==> src/rtl/xs3_bcd_seq_conv_pkg.sv <==
// Shared types and constants for the excess-3 / BCD sequential converter.
package xs3_bcd_pkg;

    typedef enum logic {
        MODE_XS3_TO_BCD = 1'b0,
        MODE_BCD_TO_XS3 = 1'b1
    } mode_e;

    typedef enum logic [1:0] {
        IDLE,
        CONV,
        DONE
    } state_e;

    localparam logic [3:0] XS3_OFFSET = 4'd3;
    localparam logic [3:0] BCD_MAX    = 4'd9;
    localparam logic [3:0] XS3_MIN    = 4'd3;
    localparam logic [3:0] XS3_MAX    = 4'd12;

endpackage

==> src/rtl/xs3_bcd_seq_conv_if.sv <==
// Handshake bundle for xs3_bcd_seq_conv; XS3_BCD_ERR_IDX_EN adds the error summary signals.
interface xs3_bcd_seq_conv_if #(
    parameter int unsigned DIGITS = 4
);
    localparam int unsigned W     = 4 * DIGITS;
    localparam int unsigned IDX_W = (DIGITS > 1) ? $clog2(DIGITS) : 1;

    logic              in_valid;
    logic              in_ready;
    logic              in_mode;
    logic [W-1:0]      in_data;
    logic              out_valid;
    logic              out_ready;
    logic [W-1:0]      out_data;
    logic [DIGITS-1:0] out_err;
`ifdef XS3_BCD_ERR_IDX_EN
    logic              out_err_any;
    logic [IDX_W-1:0]  out_err_idx;
`endif

    modport master (
        output in_valid, in_mode, in_data, out_ready,
        input  in_ready, out_valid, out_data, out_err
`ifdef XS3_BCD_ERR_IDX_EN
        , input out_err_any, out_err_idx
`endif
    );

    modport slave (
        input  in_valid, in_mode, in_data, out_ready,
        output in_ready, out_valid, out_data, out_err
`ifdef XS3_BCD_ERR_IDX_EN
        , output out_err_any, out_err_idx
`endif
    );

endinterface

==> src/rtl/xs3_bcd_seq_conv_digit_conv.sv <==
// Combinational single-digit converter between excess-3 and BCD with invalid-code flag.
module xs3_digit_conv
    import xs3_bcd_pkg::*;
(
    input  mode_e      mode,
    input  logic [3:0] digit,
    output logic [3:0] result,
    output logic       err
);

    always_comb begin
        result = 4'd0;
        err    = 1'b0;
        if (mode == MODE_XS3_TO_BCD) begin
            if (digit >= XS3_MIN && digit <= XS3_MAX) begin
                result = digit - XS3_OFFSET;
            end else begin
                err = 1'b1;
            end
        end else begin
            if (digit <= BCD_MAX) begin
                result = digit + XS3_OFFSET;
            end else begin
                // Invalid BCD maps to the excess-3 code of zero
                result = XS3_OFFSET;
                err    = 1'b1;
            end
        end
    end

endmodule

==> src/rtl/xs3_bcd_seq_conv.sv <==
// Digit-serial excess-3 <-> BCD word converter, one digit per clock.
// Optional macro XS3_BCD_ERR_IDX_EN adds registered out_err_any / out_err_idx.
module xs3_bcd_seq_conv
    import xs3_bcd_pkg::*;
#(
    parameter int unsigned DIGITS = 4
) (
    input logic              clk,
    input logic              rst,
    xs3_bcd_seq_conv_if.slave bus
);

    localparam int unsigned W     = 4 * DIGITS;
    localparam int unsigned IDX_W = (DIGITS > 1) ? $clog2(DIGITS) : 1;
    localparam logic [IDX_W-1:0] LAST_IDX = IDX_W'(DIGITS - 1);

    state_e            state_q, state_d;
    logic [IDX_W-1:0]  idx_q;
    logic [W-1:0]      data_q;
    mode_e             mode_q;
    logic [W-1:0]      res_q;
    logic [DIGITS-1:0] err_q;

    logic              accept;
    logic              conv_step;
    logic [3:0]        cur_digit;
    logic [3:0]        dig_res;
    logic              dig_err;

    always_ff @(posedge clk or posedge rst) begin
        if (rst) begin
            state_q <= IDLE;
        end else begin
            state_q <= state_d;
        end
    end

    always_comb begin
        state_d       = state_q;
        accept        = 1'b0;
        conv_step     = 1'b0;
        bus.in_ready  = 1'b0;
        bus.out_valid = 1'b0;
        unique case (state_q)
            IDLE: begin
                bus.in_ready = 1'b1;
                if (bus.in_valid) begin
                    accept  = 1'b1;
                    state_d = CONV;
                end
            end
            CONV: begin
                conv_step = 1'b1;
                if (idx_q == LAST_IDX) begin
                    state_d = DONE;
                end
            end
            DONE: begin
                bus.out_valid = 1'b1;
                if (bus.out_ready) begin
                    state_d = IDLE;
                end
            end
            default: state_d = IDLE;
        endcase
    end

    assign cur_digit = data_q[{idx_q, 2'b00} +: 4];

    xs3_digit_conv u_digit_conv (
        .mode   (mode_q),
        .digit  (cur_digit),
        .result (dig_res),
        .err    (dig_err)
    );

    always_ff @(posedge clk or posedge rst) begin
        if (rst) begin
            idx_q  <= '0;
            data_q <= '0;
            mode_q <= MODE_XS3_TO_BCD;
            res_q  <= '0;
            err_q  <= '0;
        end else if (accept) begin
            idx_q  <= '0;
            data_q <= bus.in_data;
            mode_q <= mode_e'(bus.in_mode);
            res_q  <= '0;
            err_q  <= '0;
        end else if (conv_step) begin
            res_q[{idx_q, 2'b00} +: 4] <= dig_res;
            err_q[idx_q]               <= dig_err;
            idx_q                      <= idx_q + IDX_W'(1);
        end
    end

    assign bus.out_data = res_q;
    assign bus.out_err  = err_q;

`ifdef XS3_BCD_ERR_IDX_EN
    logic             err_any_q;
    logic [IDX_W-1:0] err_idx_q;

    // Digits arrive in ascending order, so the first error seen is the lowest index
    always_ff @(posedge clk or posedge rst) begin
        if (rst) begin
            err_any_q <= 1'b0;
            err_idx_q <= '0;
        end else if (accept) begin
            err_any_q <= 1'b0;
            err_idx_q <= '0;
        end else if (conv_step && dig_err) begin
            err_any_q <= 1'b1;
            if (!err_any_q) begin
                err_idx_q <= idx_q;
            end
        end
    end

    assign bus.out_err_any = err_any_q;
    assign bus.out_err_idx = err_idx_q;
`endif

endmodule

==> src/flat_wrapper.sv <==
// flat-port wrapper written by rule: the top's interface ports become plain ports
module xs3_bcd_seq_conv_flat import xs3_bcd_pkg::*;
#(
    parameter int unsigned DIGITS = 4
)
  (clk, rst, bus_in_valid, bus_in_mode, bus_in_data, bus_out_ready, bus_in_ready, bus_out_valid, bus_out_data, bus_out_err);
  xs3_bcd_seq_conv_if #(.DIGITS(DIGITS)) bus_i ();
  input logic clk;
  input logic rst;
  input wire logic [$bits(bus_i.in_valid)-1:0] bus_in_valid;
  input wire logic [$bits(bus_i.in_mode)-1:0] bus_in_mode;
  input wire logic [$bits(bus_i.in_data)-1:0] bus_in_data;
  input wire logic [$bits(bus_i.out_ready)-1:0] bus_out_ready;
  output wire logic [$bits(bus_i.in_ready)-1:0] bus_in_ready;
  output wire logic [$bits(bus_i.out_valid)-1:0] bus_out_valid;
  output wire logic [$bits(bus_i.out_data)-1:0] bus_out_data;
  output wire logic [$bits(bus_i.out_err)-1:0] bus_out_err;
  assign bus_i.in_valid = bus_in_valid;
  assign bus_i.in_mode = bus_in_mode;
  assign bus_i.in_data = bus_in_data;
  assign bus_i.out_ready = bus_out_ready;
  assign bus_in_ready = bus_i.in_ready;
  assign bus_out_valid = bus_i.out_valid;
  assign bus_out_data = bus_i.out_data;
  assign bus_out_err = bus_i.out_err;
  xs3_bcd_seq_conv #(.DIGITS(DIGITS)) u_core (.clk(clk), .rst(rst), .bus(bus_i));
endmodule
==> config.mk <==
export PLATFORM = sky130hd
export DESIGN_NAME = xs3_bcd_seq_conv_flat
export DESIGN_NICKNAME = d
export VERILOG_FILES = /design/src/rtl/xs3_bcd_seq_conv_pkg.sv /design/src/rtl/xs3_bcd_seq_conv_if.sv /design/src/rtl/xs3_bcd_seq_conv_digit_conv.sv /design/src/rtl/xs3_bcd_seq_conv.sv /design/src/flat_wrapper.sv
export SDC_FILE = /design/constraint.sdc
export NUM_CORES = 1
export LEC_CHECK = 0
export CAP_MARGIN = 20
export CORE_MARGIN = 4
export CORE_UTILIZATION = 45
export CTS_BUF_LIST = sky130_fd_sc_hd__clkbuf_8
export DETAILED_ROUTE_END_ITERATION = 8
export HOLD_SLACK_MARGIN = 0.06
export PLACE_DENSITY = 0.73
export SYNTH_ARGS = -nofsm -noshare
export SYNTH_HDL_FRONTEND = slang
export SYNTH_SLANG_ARGS = --single-unit
==> constraint.sdc <==
create_clock -name clk -period 7 [get_ports clk]
set_clock_uncertainty 0.15 [all_clocks]
set_input_delay 0.7 -clock clk [delete_from_list [all_inputs] [get_ports clk]]
set_output_delay 0.7 -clock clk [all_outputs]
set_load 0.02 [all_outputs]
After elaboration in Yosys (flattened, before gate mapping)
Index checks and enable logic that the tools add are counted.
Word-level totals
  register bits after elaboration: 41
  RAM bits: 0
  bits in latches: 0
  memories kept: 0
  memory bits (read-only): 0
  word-level logic and storage cells: 54
  input port bits: 21
  output and inout port bits: 22
Operators by class
  shifts and indexed selects: 3
  bitwise operators: 0
  $lt $le $gt $ge: 5
  muxes and demuxes: 25
  div/mod/pow operators: 0
  $mul: 0
  add/subtract/negate cells: 4
  equal/unequal tests: 6
  reductions and logical operators: 5
Operators by type and width (number)
  $mux 16: 2
  $mux 4: 5
  $bwmux 16: 1
  $shift 4x6->16 const A: 1
  $shiftx 16x5->4: 1
  $shiftx 4x6->16: 1
  $mux 2: 5
  $mux 1: 9
  $le 4x4->1 const B: 2
  $neg 4->6: 1
  $pmux 2 s3: 1
  $add 4x2->4 const B: 1
  $bwmux 4: 1
  $eq 2x2->1 const B: 2
  $ge 4x2->1 const B: 1
  $ne 2x2->1 const B: 2
  $sub 4x2->4 const B: 1
  $lt 2x3->1 const B: 1
  $reduce_and 3->1: 1
  $add 2x1->2 const B: 1
  $demux 1 s2: 1
  $eq 2x1->1 const B: 1
  $ge 2x1->1 const B: 1
  $logic_and 1x1->1: 2
  other kinds (3): 3

Longest topological paths before layout
  depth after elaboration: 9
  gate-level depth with buffers: 9
  depth with buffers taken out: 8

Hierarchy
Synthesis repeated with hierarchy kept, for this count alone.
Second synthesis, totals
  cells, all modules: 166
  area, all modules: 2142.1 µm²
Modules (own cells, without submodules)
  xs3_bcd_seq_conv: area each 1873.0 µm², cells each 130, instances 1, sequential area each 1026.0 µm²
  xs3_digit_conv: area each 269.0 µm², cells each 36, instances 1, sequential area each 0.0 µm²

Worst setup path before layout
No wires, ideal clock.
  path kind: register to register
  start point: register u_core.idx_q[0]
  end point: register u_core.err_q[0], in the netlist u_core.bus.out_err[0]
  data required time: 6.728 ns
  setup time: 0.122 ns
  cell stages (with the launch flop): 10
  arrival: 2.087 ns
  period minus slack after synthesis: 2.358 ns
  path buffers: 1
  setup slack: 4.642 ns
  cells stage by stage: dfrtp_1 buf_6 mux4_2 inv_1 ha_1 nor2_1 o21ai_2 o21ai_1 a22o_1 a32o_1
Between the ends
  word-level cells in the longest chain between the ends: 8
  elaborated cells on any way between the ends: 16
  those cells by class: order compare: 5; shift: 1; mux: 8; reduce/logical: 2
RTL lines
  start: declaration: line xs3_bcd_seq_conv.sv:18  | logic [IDX_W-1:0] idx_q;
  start signal: assignment: line xs3_bcd_seq_conv.sv:93  | idx_q <= idx_q + IDX_W'(1);
  $shiftx 16x5->4: line xs3_bcd_seq_conv.sv:68  | assign cur_digit = data_q[{idx_q, 2'b00} +: 4];
  $ge 4x2->1 or $le 4x4->1 (tied branches): line xs3_bcd_seq_conv_digit_conv.sv:15  | if (digit >= XS3_MIN && digit <= XS3_MAX) begin
  $logic_and 1x1->1: line xs3_bcd_seq_conv_digit_conv.sv:15
  $mux 1: line xs3_bcd_seq_conv_digit_conv.sv:15
  $mux 1: line xs3_bcd_seq_conv_digit_conv.sv:14  | if (mode == MODE_XS3_TO_BCD) begin
  $bwmux 4 (*): line xs3_bcd_seq_conv.sv:92  | err_q[idx_q] <= dig_err;
  $mux 4 (*): line xs3_bcd_seq_conv.sv:90  | end else if (conv_step) begin
  $mux 4 (*): line xs3_bcd_seq_conv.sv:84  | end else if (accept) begin
  end signal: indexed assignment: line xs3_bcd_seq_conv.sv:92
  end: declaration: line xs3_bcd_seq_conv.sv:22  | logic [DIGITS-1:0] err_q;
Mark *: on every way between the ends. The rest lies on a longest branch, timed or not. The select of a mux whose other input is x is not followed.
A chain may end at the register's enable or synchronous reset.

Worst setup path in the final report
  start point: register u_core.idx_q[0]
  end point: register u_core.res_q[12], in the netlist u_core.bus.out_data[12]
Between the ends
  word-level cells in the longest chain between the ends: 9
  elaborated cells on any way between the ends: 16
  those cells by class: add/sub: 3; order compare: 3; shift: 3; mux: 6; reduce/logical: 1
RTL lines
  $shiftx 16x5->4: line xs3_bcd_seq_conv.sv:68
  $ge 4x2->1 or $le 4x4->1 (tied branches): line xs3_bcd_seq_conv_digit_conv.sv:15
  $logic_and 1x1->1: line xs3_bcd_seq_conv_digit_conv.sv:15
  $mux 4: line xs3_bcd_seq_conv_digit_conv.sv:15
  $mux 4: line xs3_bcd_seq_conv_digit_conv.sv:14
  $shiftx 4x6->16: line xs3_bcd_seq_conv.sv:91  | res_q[{idx_q, 2'b00} +: 4] <= dig_res;
  $bwmux 16 (*): line xs3_bcd_seq_conv.sv:91
  $mux 16 (*): line xs3_bcd_seq_conv.sv:90
  $mux 16 (*): line xs3_bcd_seq_conv.sv:84
  end signal: indexed assignment: line xs3_bcd_seq_conv.sv:91
  end: declaration: line xs3_bcd_seq_conv.sv:21  | logic [W-1:0] res_q;
Marks and branches as above.

==> reports/qor.txt <==
wirelength, routed: 4.21 mm
Fin. Hold Viols: 0
mux share of post-synthesis cell area: 0.0491
R2R Path End: u_core.bus.out_data[12]
setup violators final: 0
RSZ-0062 raised after global routing: false
Hold Crit Class: register to register
CTS max path bufs: 2
drt first pass iters: 4
largest cells by area after synthesis: dfrtp_1, nand2_1, ha_1
largest family of logic cells by synthesized area: simple AND/OR/NAND/NOR gates
area grow syn2layout: 28.1%
TritonCTS clock tree: done
Post-Synth Simple-Gate Area: 0.189
initial antenna violation count: 0
most common cell after layout, fill and taps aside: nand2_1
IO Port Bufs: 42
Core Util, Final: 0.599
XOR/XNOR Fraction of Synth Area: 0
Setup crit start kind: register
post-route design area: 2610 um^2
WHS Path Cells: 2
CTS Hold Bufs: 0
Placed Area: 2480 um^2
hold_sp: u_core.data_q[11]
unique cell type count in the Yosys netlist: 38
Total GRT Usage: 0.166
global-route wire length before repair: 7.05 mm
DRC Markers: 0
Synth Net Count: 234
hpwl dp: 3.19 mm
Final Slew Violations: 0
share of cells above drive strength 1: 0.0806
reg2reg setup slack: 4.26 ns
routed vias/inst: 5.36
Worst Tran Pin Value: 0.642 ns
DIE AREA: 5670 um^2
post-synthesis sequential area ratio: 0.504
core region area: 4350 um^2
PwrDens: 500 nW/um^2
setup TNS: 0 ns
synthesized area: 2040 um^2
most frequent cells in the layout: nand2_1, clkdlybuf4s50_1, dfrtp_1
Worst Setup SP: u_core.idx_q[0]
max-cap viol count: 0
initial core utilization: 0.468
Antenna Nets Post-Route: 0
status: finished, final reports clean
1st-iter DRT viols: 97
CP required: 7.08 ns
IO Count: 43
post-synthesis adder-cell area fraction: 0.0491
Fmax achieved: 365 MHz
post-synthesis instance total: 205
Avg WL per Cell: 14.0 um
chip height: 75.3 um
worst IR drop on VDD: 0.000207 V
Worst R2R Start: u_core.idx_q[0]
Root Driver: clkbuf_8
leak pwr: 1.20 nW
# nets final: 276
area leader, netlist: dfrtp_1
Antenna diodes: 0
Final period util: 0.392
syn_area_per_cell: 9.94 um^2
GR Overflow Total: 0
Compound-Gate Fraction of Synth Area: 0.167
Ys Warns: 0
fillers: 378
worst setup path category: register to register
Synth Register Bits: 41
Die Span X: 75.3 um
DP Worst Slack: 4.25 ns
number of buffers created by CTS: 5
worst hold slack: 0.325 ns
Clock Pin Slew Worst Setup and Hold Paths: 0.08 ns
headroom to the max-slew limit: 0.570
crit end category: register
clock sinks: 41
# rows: 24
largest fanout on the critical path: 12
crit path time final: 2.74 ns
via count: 1,607
area share of the largest cell type after synthesis: 0.504
largest net degree at the start of global routing: 42
CP arrival: 2.82 ns
Worst-Skew Late Latency: 0.29 ns
postcts setup bufs: 0
cts repair resizes: 0
vias in the first global route: 1,564
worst r2r path cells: 7
GPL Wtd Cong: 0.815
Final WS setup: 4.26 ns
CTS HTree Levels: 2
Endpoint, Worst Hold: u_core.data_q[11]
==> metrics by stage <==
| stage | std cells | total power [mW] |
|---|---|---|
| global route | 300 | 1.41 |
| global placement | 291 | 1.10 |
| CTS | 299 | 1.31 |
| detailed placement | 291 | 1.11 |
| finish | 300 | 1.30 |
| floorplan | 205 | 0.923 |
==> cells by family after synthesis <==
| group | after synthesis |
|---|---|
| buf+inv | 19 |
| compound gates | 45 |
| flops | 41 |
| simple gates | 87 |
| fa+ha+maj | 8 |
| mux | 5 |
==> flip-flops by register name (all words and copies together), names as in the netlist <==
name,count
u_core.idx_q,2
u_core.bus.out_data,16
u_core.state_q,2
u_core.data_q,16
u_core.mode_q,1
u_core.bus.out_err,4
==> how the worst max path moves through the flow <==
stage / end / slack (ns)
final: u_core.bus.out_data[12] / 4.26
after global placement: u_core.bus.out_data[0] / 4.27
after global routing: u_core.bus.out_data[5] / 4.01
after CTS: u_core.bus.out_data[9] / 4.23
after floorplan: u_core.bus.out_err[0] / 4.64
after detailed placement: u_core.bus.out_err[0] / 4.25
==> power breakdown <==
part / leakage, nW / total [mW] / switching, mW / internal, mW
clock: 0.0574 / 0.198 / 0.0817 / 0.116
sequential: 0.536 / 0.404 / 0.0785 / 0.325
combinational: 0.611 / 0.702 / 0.402 / 0.300
==> synthesized netlist by cell type <==
master	n
a21oi_2	1
nand4_1	1
o21ai_0	12
nand3b_1	1
a21o_1	4
o21ai_2	1
and4_1	1
nor2_1	5
buf_6	2
a211oi_1	2
mux4_2	4
a2bb2oi_2	2
o21ai_1	1
o221ai_1	1
or4_1	1
nand3_1	2
nand2b_1	3
o31ai_1	2
mux2i_1	1
ha_1	8
and3_1	1
nor3_1	1
a22o_1	10
a311oi_1	1
nor4_1	1
a32o_1	4
a21oi_1	2
and3b_1	1
or2_2	2
dfrtp_1	41
inv_1	10
a31oi_1	2
clkbuf_1	7
nor4b_1	1
nand2_1	62
and2_1	1
nor3b_1	1
nor2b_1	2
==> layout make-up <==
class | count | area, um^2 | area share
multi-input combinational | 145 | 925 | 0.354
clock buffer | 6 | 82.6 | 0.0317
tap | 52 | 65.1 | 0.0249
inverter | 10 | 37.5 | 0.0144
clock inverter | 2 | 37.5 | 0.0144
sequential | 41 | 1030 | 0.393
timing repair buffer | 44 | 435 | 0.167
==> worst max-delay path, cell delays in order, from the launching register on <==
cell and delay (ns):
dfrtp_1 0.65, mux4_2 0.65, ha_1 0.23, nor2_1 0.21, o21ai_0 0.14, or2_2 0.30
a2bb2oi_2 0.21, a22o_1 0.16
==> layer usage <==
| metal | vias to the layer above | part of all wire | GRT usage |
|---|---|---|---|
| met4 | 0 | 0.011 | 0.0563 |
| met1 | 781 | 0.45 | 0.218 |
| li1 | 797 | - | - |
| met2 | 24 | 0.50 | 0.267 |
| met3 | 5 | 0.032 | 0.0441 |
| met5 | - | 0 | 0 |
No activity file was read; power rests on OpenSTA's default activity.
